$ cat src/rtl/cpu_flags_pkg.sv
// Shared flag definitions for the flag owner tracker and its checkpoint FIFO.
// Entry typedef is sized for the two-lane, three-flag configuration.
package cpu_flags_pkg;

    localparam int unsigned FLAG_N  = 2;
    localparam int unsigned FLAG_V  = 1;
    localparam int unsigned FLAG_Z  = 0;
    localparam int unsigned OWNER_W = 1;

    typedef logic [2:0] flags_t;

    typedef struct packed {
        flags_t               flags;
        logic [OWNER_W-1:0]   owner;
    } ckpt_entry_t;

    // A single lane still needs a one-bit owner field.
    function automatic int unsigned owner_width(input int unsigned lanes);
        return (lanes > 1) ? $clog2(lanes) : 1;
    endfunction

endpackage

$ cat src/rtl/flag_owner_tracker_if.sv
// Bundle of lane flag writes, checkpoint controls and tracker status outputs.
interface flag_owner_tracker_if #(
    parameter int unsigned LANES      = 2,
    parameter int unsigned FLAG_W     = 3,
    parameter int unsigned CKPT_DEPTH = 2
);
    localparam int unsigned OWNER_W = cpu_flags_pkg::owner_width(LANES);
    localparam int unsigned CNT_W   = $clog2(CKPT_DEPTH) + 1;

    logic [LANES-1:0]        loads;
    logic [LANES-1:0]        lane_kill;
    logic [LANES*FLAG_W-1:0] flags_wr;
    logic                    ckpt_save;
    logic                    ckpt_release;
    logic                    ckpt_restore;
    logic [FLAG_W-1:0]       flags_out;
    logic [OWNER_W-1:0]      owner;
    logic [CNT_W-1:0]        ckpt_count;
    logic                    ckpt_full;
    logic                    ckpt_empty;
    logic                    ckpt_overflow;

    modport master (
        output loads, lane_kill, flags_wr, ckpt_save, ckpt_release, ckpt_restore,
        input  flags_out, owner, ckpt_count, ckpt_full, ckpt_empty, ckpt_overflow
    );

    modport slave (
        input  loads, lane_kill, flags_wr, ckpt_save, ckpt_release, ckpt_restore,
        output flags_out, owner, ckpt_count, ckpt_full, ckpt_empty, ckpt_overflow
    );

endinterface

$ cat src/rtl/flag_ckpt_fifo.sv
// Checkpoint FIFO: push at tail, pop at head, clear, with a sticky overflow
// flag. A separate occupancy count keeps full and empty unambiguous.
module flag_ckpt_fifo #(
    parameter int unsigned Depth = 2,
    parameter int unsigned Width = 4,
    localparam int unsigned CntW = $clog2(Depth) + 1,
    localparam int unsigned PtrW = $clog2(Depth)
) (
    input  logic             clk,
    input  logic             rst_n,
    input  logic             push_i,
    input  logic             pop_i,
    input  logic             clear_i,
    input  logic [Width-1:0] data_i,
    output logic [Width-1:0] head_o,
    output logic [CntW-1:0]  count_o,
    output logic             full_o,
    output logic             empty_o,
    output logic             overflow_o
);

    logic [Width-1:0] mem_q [Depth];
    logic [PtrW-1:0]  head_q, head_d, tail_q, tail_d;
    logic [CntW-1:0]  count_q, count_d;
    logic             overflow_q, overflow_d;
    logic             full, empty, push_ok, pop_ok;

    assign full  = (count_q == CntW'(Depth));
    assign empty = (count_q == '0);

    // A push into a full FIFO is accepted only when a pop frees a slot.
    assign push_ok = push_i & (~full | pop_i) & ~clear_i;
    assign pop_ok  = pop_i & ~empty & ~clear_i;

    always_comb begin
        head_d     = head_q;
        tail_d     = tail_q;
        count_d    = count_q;
        overflow_d = overflow_q | (push_i & full & ~pop_i & ~clear_i);
        if (clear_i) begin
            head_d  = '0;
            tail_d  = '0;
            count_d = '0;
        end else begin
            if (push_ok) tail_d = tail_q + 1'b1;
            if (pop_ok)  head_d = head_q + 1'b1;
            unique case ({push_ok, pop_ok})
                2'b10:   count_d = count_q + 1'b1;
                2'b01:   count_d = count_q - 1'b1;
                default: count_d = count_q;
            endcase
        end
    end

    always_ff @(posedge clk or negedge rst_n) begin
        if (!rst_n) begin
            head_q     <= '0;
            tail_q     <= '0;
            count_q    <= '0;
            overflow_q <= 1'b0;
        end else begin
            head_q     <= head_d;
            tail_q     <= tail_d;
            count_q    <= count_d;
            overflow_q <= overflow_d;
        end
    end

    always_ff @(posedge clk) begin
        if (push_ok) mem_q[tail_q] <= data_i;
    end

    assign head_o     = mem_q[head_q];
    assign count_o    = count_q;
    assign full_o     = full;
    assign empty_o    = empty;
    assign overflow_o = overflow_q;

endmodule

$ cat src/rtl/flag_owner_tracker.sv
// Tracks the youngest lane to write N/V/Z flags, holds the architectural flag
// copy and checkpoints it so a flush can roll younger flag writes back.
module flag_owner_tracker
    import cpu_flags_pkg::*;
#(
    parameter int unsigned LANES      = 2,
    parameter int unsigned FLAG_W     = 3,
    parameter int unsigned CKPT_DEPTH = 2,
    parameter int unsigned BYPASS     = 1
) (
    input  logic                 clk,
    input  logic                 rst_n,
    flag_owner_tracker_if.slave  bus
);

    localparam int unsigned OWNER_W = owner_width(LANES);
    localparam int unsigned ENTRY_W = FLAG_W + OWNER_W;
    localparam int unsigned CNT_W   = $clog2(CKPT_DEPTH) + 1;

    logic [LANES-1:0]   eff;
    logic [OWNER_W-1:0] winner;
    logic [FLAG_W-1:0]  flags_q, flags_d;
    logic [OWNER_W-1:0] owner_q, owner_d;
    logic [ENTRY_W-1:0] head_entry;
    logic [CNT_W-1:0]   fifo_count;
    logic               fifo_full, fifo_empty, fifo_overflow;

    assign eff = bus.loads & ~bus.lane_kill;

    // Higher lane index is younger, so the last set bit wins.
    always_comb begin
        winner = '0;
        for (int unsigned i = 0; i < LANES; i++) begin
            if (eff[i]) winner = OWNER_W'(i);
        end
    end

    always_comb begin
        flags_d = flags_q;
        owner_d = owner_q;
        if (bus.ckpt_restore) begin
            if (!fifo_empty) {flags_d, owner_d} = head_entry;
        end else if (|eff) begin
            flags_d = bus.flags_wr[int'(winner)*FLAG_W +: FLAG_W];
            owner_d = winner;
        end
    end

    always_ff @(posedge clk or negedge rst_n) begin
        if (!rst_n) begin
            flags_q <= '0;
            owner_q <= '0;
        end else begin
            flags_q <= flags_d;
            owner_q <= owner_d;
        end
    end

    // Restore overrides save and release in the same cycle.
    flag_ckpt_fifo #(
        .Depth (CKPT_DEPTH),
        .Width (ENTRY_W)
    ) u_fifo (
        .clk        (clk),
        .rst_n      (rst_n),
        .push_i     (bus.ckpt_save & ~bus.ckpt_restore),
        .pop_i      (bus.ckpt_release & ~bus.ckpt_restore),
        .clear_i    (bus.ckpt_restore & ~fifo_empty),
        .data_i     ({flags_d, owner_d}),
        .head_o     (head_entry),
        .count_o    (fifo_count),
        .full_o     (fifo_full),
        .empty_o    (fifo_empty),
        .overflow_o (fifo_overflow)
    );

    assign bus.flags_out     = ((BYPASS != 0) && rst_n) ? flags_d : flags_q;
    assign bus.owner         = owner_q;
    assign bus.ckpt_count    = fifo_count;
    assign bus.ckpt_full     = fifo_full;
    assign bus.ckpt_empty    = fifo_empty;
    assign bus.ckpt_overflow = fifo_overflow;

endmodule

$ cat src/flat_wrapper.sv
// flat-port wrapper written by rule: the top's interface ports become plain ports
module flag_owner_tracker_flat import cpu_flags_pkg::*;
#(
    parameter int unsigned LANES      = 2,
    parameter int unsigned FLAG_W     = 3,
    parameter int unsigned CKPT_DEPTH = 2,
    parameter int unsigned BYPASS     = 1
)
  (clk, rst_n, bus_loads, bus_lane_kill, bus_flags_wr, bus_ckpt_save, bus_ckpt_release, bus_ckpt_restore, bus_flags_out, bus_owner, bus_ckpt_count, bus_ckpt_full, bus_ckpt_empty, bus_ckpt_overflow);
  flag_owner_tracker_if #(.LANES(LANES), .FLAG_W(FLAG_W), .CKPT_DEPTH(CKPT_DEPTH)) bus_i ();
  input  logic clk;
  input  logic rst_n;
  input wire logic [$bits(bus_i.loads)-1:0] bus_loads;
  input wire logic [$bits(bus_i.lane_kill)-1:0] bus_lane_kill;
  input wire logic [$bits(bus_i.flags_wr)-1:0] bus_flags_wr;
  input wire logic [$bits(bus_i.ckpt_save)-1:0] bus_ckpt_save;
  input wire logic [$bits(bus_i.ckpt_release)-1:0] bus_ckpt_release;
  input wire logic [$bits(bus_i.ckpt_restore)-1:0] bus_ckpt_restore;
  output wire logic [$bits(bus_i.flags_out)-1:0] bus_flags_out;
  output wire logic [$bits(bus_i.owner)-1:0] bus_owner;
  output wire logic [$bits(bus_i.ckpt_count)-1:0] bus_ckpt_count;
  output wire logic [$bits(bus_i.ckpt_full)-1:0] bus_ckpt_full;
  output wire logic [$bits(bus_i.ckpt_empty)-1:0] bus_ckpt_empty;
  output wire logic [$bits(bus_i.ckpt_overflow)-1:0] bus_ckpt_overflow;
  assign bus_i.loads = bus_loads;
  assign bus_i.lane_kill = bus_lane_kill;
  assign bus_i.flags_wr = bus_flags_wr;
  assign bus_i.ckpt_save = bus_ckpt_save;
  assign bus_i.ckpt_release = bus_ckpt_release;
  assign bus_i.ckpt_restore = bus_ckpt_restore;
  assign bus_flags_out = bus_i.flags_out;
  assign bus_owner = bus_i.owner;
  assign bus_ckpt_count = bus_i.ckpt_count;
  assign bus_ckpt_full = bus_i.ckpt_full;
  assign bus_ckpt_empty = bus_i.ckpt_empty;
  assign bus_ckpt_overflow = bus_i.ckpt_overflow;
  flag_owner_tracker #(.LANES(LANES), .FLAG_W(FLAG_W), .CKPT_DEPTH(CKPT_DEPTH), .BYPASS(BYPASS)) u_core (.clk(clk), .rst_n(rst_n), .bus(bus_i));
endmodule
$ cat config.mk
export PLATFORM = sky130hd
export DESIGN_NAME = flag_owner_tracker_flat
export DESIGN_NICKNAME = d
export VERILOG_FILES = /design/src/rtl/cpu_flags_pkg.sv /design/src/rtl/flag_owner_tracker_if.sv /design/src/rtl/flag_ckpt_fifo.sv /design/src/rtl/flag_owner_tracker.sv /design/src/flat_wrapper.sv
export SDC_FILE = /design/constraint.sdc
export NUM_CORES = 1
export LEC_CHECK = 0
export ABC_AREA = 1
export ABC_CLOCK_PERIOD_IN_PS = 1800
export CORE_UTILIZATION = 48
export CTS_CLUSTER_DIAMETER = 200
export DETAILED_ROUTE_END_ITERATION = 6
export HOLD_SLACK_MARGIN = 0.03
export PLACE_DENSITY_LB_ADDON = 0.3
export SLEW_MARGIN = 20
export SYNTH_ARGS = -nofsm -noshare
export SYNTH_HDL_FRONTEND = slang
export SYNTH_HIERARCHICAL = 1
export SYNTH_SLANG_ARGS = --single-unit
$ cat constraint.sdc
create_clock -name clk -period 1.8 [get_ports clk]
set_input_delay 0.36 -clock clk [delete_from_list [all_inputs] [get_ports clk]]
set_output_delay 0.36 -clock clk [all_outputs]
set_load 0.01 [all_outputs]
==> out/results.tsv <==
stage	metric	value	unit
floorplanning	io_pins	24	
worst_setup_path	crit_top_cell	nand2_1	
yosys	synth_top_family_by_area	simple AND/OR/NAND/NOR gates	
worst_setup_path	cp.required	1440	ps
hold_path	hold_path.class	flop to flop	
sta	final.setup.worst_slack	12.3	ps
drt	wl_met1	1090	µm
yosys	synthCells	132	
yosys	yosys.area_share.simple	0.342	
clocking	ctsHoldBuffers	0	
yosys	yosys_warnings	6	
floorplanning	die-width	46.9	µm
drt	drt_iter0_markers	30	
clocking	clock_latency	280	ps
sta	finClkSkew	1.22	ps
floorplanning	dieArea	0.00220	mm²
clocking	cts_tree	built	
drt	antenna_left	0	
yosys	ys_ff_latch	17	
power	p_int	1.17	mW
finish	mostFrequentLayoutCells	nand2_1, buf_4, inv_1, clkdlybuf4s50_1, nor2_1	
finish	fillerInstances	128	
job	max-cap-violations	0	
worst_setup_path	path_buf_inv	3	
floorplanning	chipHeight	46.9	µm
drt	wl_met2	1280	µm
finish	area_growth	50.8	%
place	dp_hpwl	1780	µm
global_route	grt_usage	0.223	
drt	viasPerCell	4.84	
clocking	cts_max_path_buffers	2	
yosys	synth.distinct_cells	17	
worst_setup_path	worst-endpoint-arrival	1430	ps
power	power_frac_seq	0.318	
yosys	synthMuxAreaShare	0	
sta	max_freq	559	MHz
worst_setup_path	slowest_stage	dfrtp_1	
clocking	cts.sinks	17	
yosys	yosysSeqAreaShare	0.481	
drt	drt-total-wl	2500	µm
drt	drc	0	
global_route	grt_pass1_vias	826	
drt	routed.top_layer	met4	
floorplanning	core_area	0.00180	mm²
sta	min_period	1790	ps
sta	max-slew-margin-rel	0.750	
yosys	syn_nets	147	
place	port_buffers	23	
global_route	grt_pass1_wl	3350	µm
clocking	numCtsBuffers	3	
clocking	cts-root-buf	clkbuf_4	
yosys	synthAdderAreaFrac	0	
yosys	synth_compound_area_frac	0.0724	
sta	rsz0062_at_grt	true	
sta	setup_violations	0	
power	power.share.clock	0.102	
worst_setup_path	crit_family	flip-flops	
sta	period_share	0.993	
yosys	synth.avg_cell_area	7.33	µm²
worst_setup_path	worstSetupStartpointType	flop	
clocking	cts.clk_slew.worst_paths	90	ps
worst_setup_path	crit_chain	inv_2 -> nand2_4 -> inv_6 -> a21oi_1 -> o21ai_1 -> nand2_2 -> nand2_1 -> nand2_1 -> buf_2	
drt	wl_per_cell	12.2	µm
finish	antenna_cells	0	
clocking	htreeDepth	1	
global_route	grt_max_degree	10	
floorplanning	start_util	0.537	
yosys	synth_area	967	µm²
yosys	synth-xor-area-share	0	
power	ir_drop	0.959	mV
place	place_ws	-555	ps
power	netSwitchingFraction	0.402	
drt	firstDrtPassIters	6	
global_route	antenna_found_initial	0	
drt	num_vias	998	
power	p_leak	0.763	nW
power	total_power	1.95	mW
finish	final_common_cell	nand2_1	
power	switchingPower	0.786	mW
drt	wl_met3	116	µm
finish	layout-drive-gt1-share	0.320	
worst_setup_path	crit_path_end_kind	output pin	
floorplanning	rows	15	
sta	worst_pin_slew	375	ps
worst_setup_path	path_max_fanout	7	
finish	nets	197	
power	powerDensity	1340	mW/mm²
worst_setup_path	worstSetupPathType	flop to output pin	
place	gp_congestion	0.774	
sta	hold_violations	0	
power	pwr-share-comb	0.580	
worst_setup_path	slowest_delay	400	ps
outcome	status	complete, no violations	
sta	slew_viol_final	0	
global_route	overflow	0	
finish	fin_util	0.810	
Yosys cell counts (all sizes together):
cell type / instances / area, µm²
a31o: 1 / 8.76
buf: 1 / 7.51
nand2: 53 / 221
edfxtp: 8 / 240
o21ai: 6 / 30.0
o22ai: 1 / 6.26
dfrtp: 9 / 225
a21oi: 5 / 25.0
nor2: 11 / 43.8
nand3: 12 / 65.1
inv: 25 / 93.8
logic make-up after synthesis:
group	after synthesis
flip-flops	17
buffers and inverters	26
AO/OA/AOI/OAI	13
AND/OR/NAND/NOR	76
path summary, 6_finish.rpt:
| kind | depth (start not counted) | endpoint | slack (ps) | from |
|---|---|---|---|---|
| setup / recovery | 9 | bus_flags_out[2] | 10 | u_core/u_fifo/count_o[0] |
| max in group asynchronous | 2 | u_core/u_fifo/count_o[0] | 1120 | rst_n |
| min in group asynchronous | 2 | u_core/bus.owner | 540 | rst_n |
| hold / removal | 1 | u_core/u_fifo/overflow_o | 480 | u_core/u_fifo/overflow_o |
| hold reg to reg | 1 | u_core/u_fifo/overflow_o | 480 | u_core/u_fifo/overflow_o |
| setup reg to reg | 10 | u_core/u_fifo/mem_q[1][1] | 130 | u_core/u_fifo/count_o[0] |
routing by layer:
| metal | global-route usage | up-vias |
|---|---|---|
| met1 | 0.270 | 459 |
| met4 | 0.103 | 0 |
| met5 | 0 | - |
| met2 | 0.386 | 29 |
| met3 | 0.0385 | 2 |
| li1 | - | 508 |
sequential cells by signal (all words and copies together), names as in the netlist:
signal	cells
u_core/bus.owner	1
u_core/u_fifo/head_q	1
u_core/u_fifo/mem_q	8
u_core/u_fifo/tail_q	1
u_core/flags_q	3
u_core/u_fifo/count_o	2
u_core/u_fifo/overflow_o	1
cell type report:
type	count	area (µm²)	area share
flip-flops and latches	17	465	0.319
clock buffers	4	26.3	0.0180
well taps	25	31.3	0.0214
repair buffers	46	387	0.265
inverters	25	101	0.0695
multi-input cells	89	448	0.307
stage by stage:
stage,setup TNS (ps),cells,cell area [µm²],hold WS [ps]
after global placement,-2450,199,1370,449
final,0,206,1460,484
after detailed placement,-2840,199,1370,456
after floorplan,0,132,967,64.4
after global routing,-99.0,206,1460,495
after CTS,0,204,1410,480
power by group through the flow:
stage | logic, mW | registers [mW] | clock network (mW)
after floorplan | 0.497 | 0.643 | 0
after global placement | 0.986 | 0.617 | 0
after detailed placement | 1.02 | 0.622 | 0
after CTS | 1.01 | 0.614 | 0.208
after global routing | 1.23 | 0.635 | 0.216
final | 1.13 | 0.621 | 0.199
repair_timing:
item / 4_1_cts / 5_1_grt
setup endpoints to repair: 5 / 3
buffers inserted: 1 / 2
pin swaps: 6 / 8
resized for setup: 28 / 14
Power figures use the tool's default switching activity.
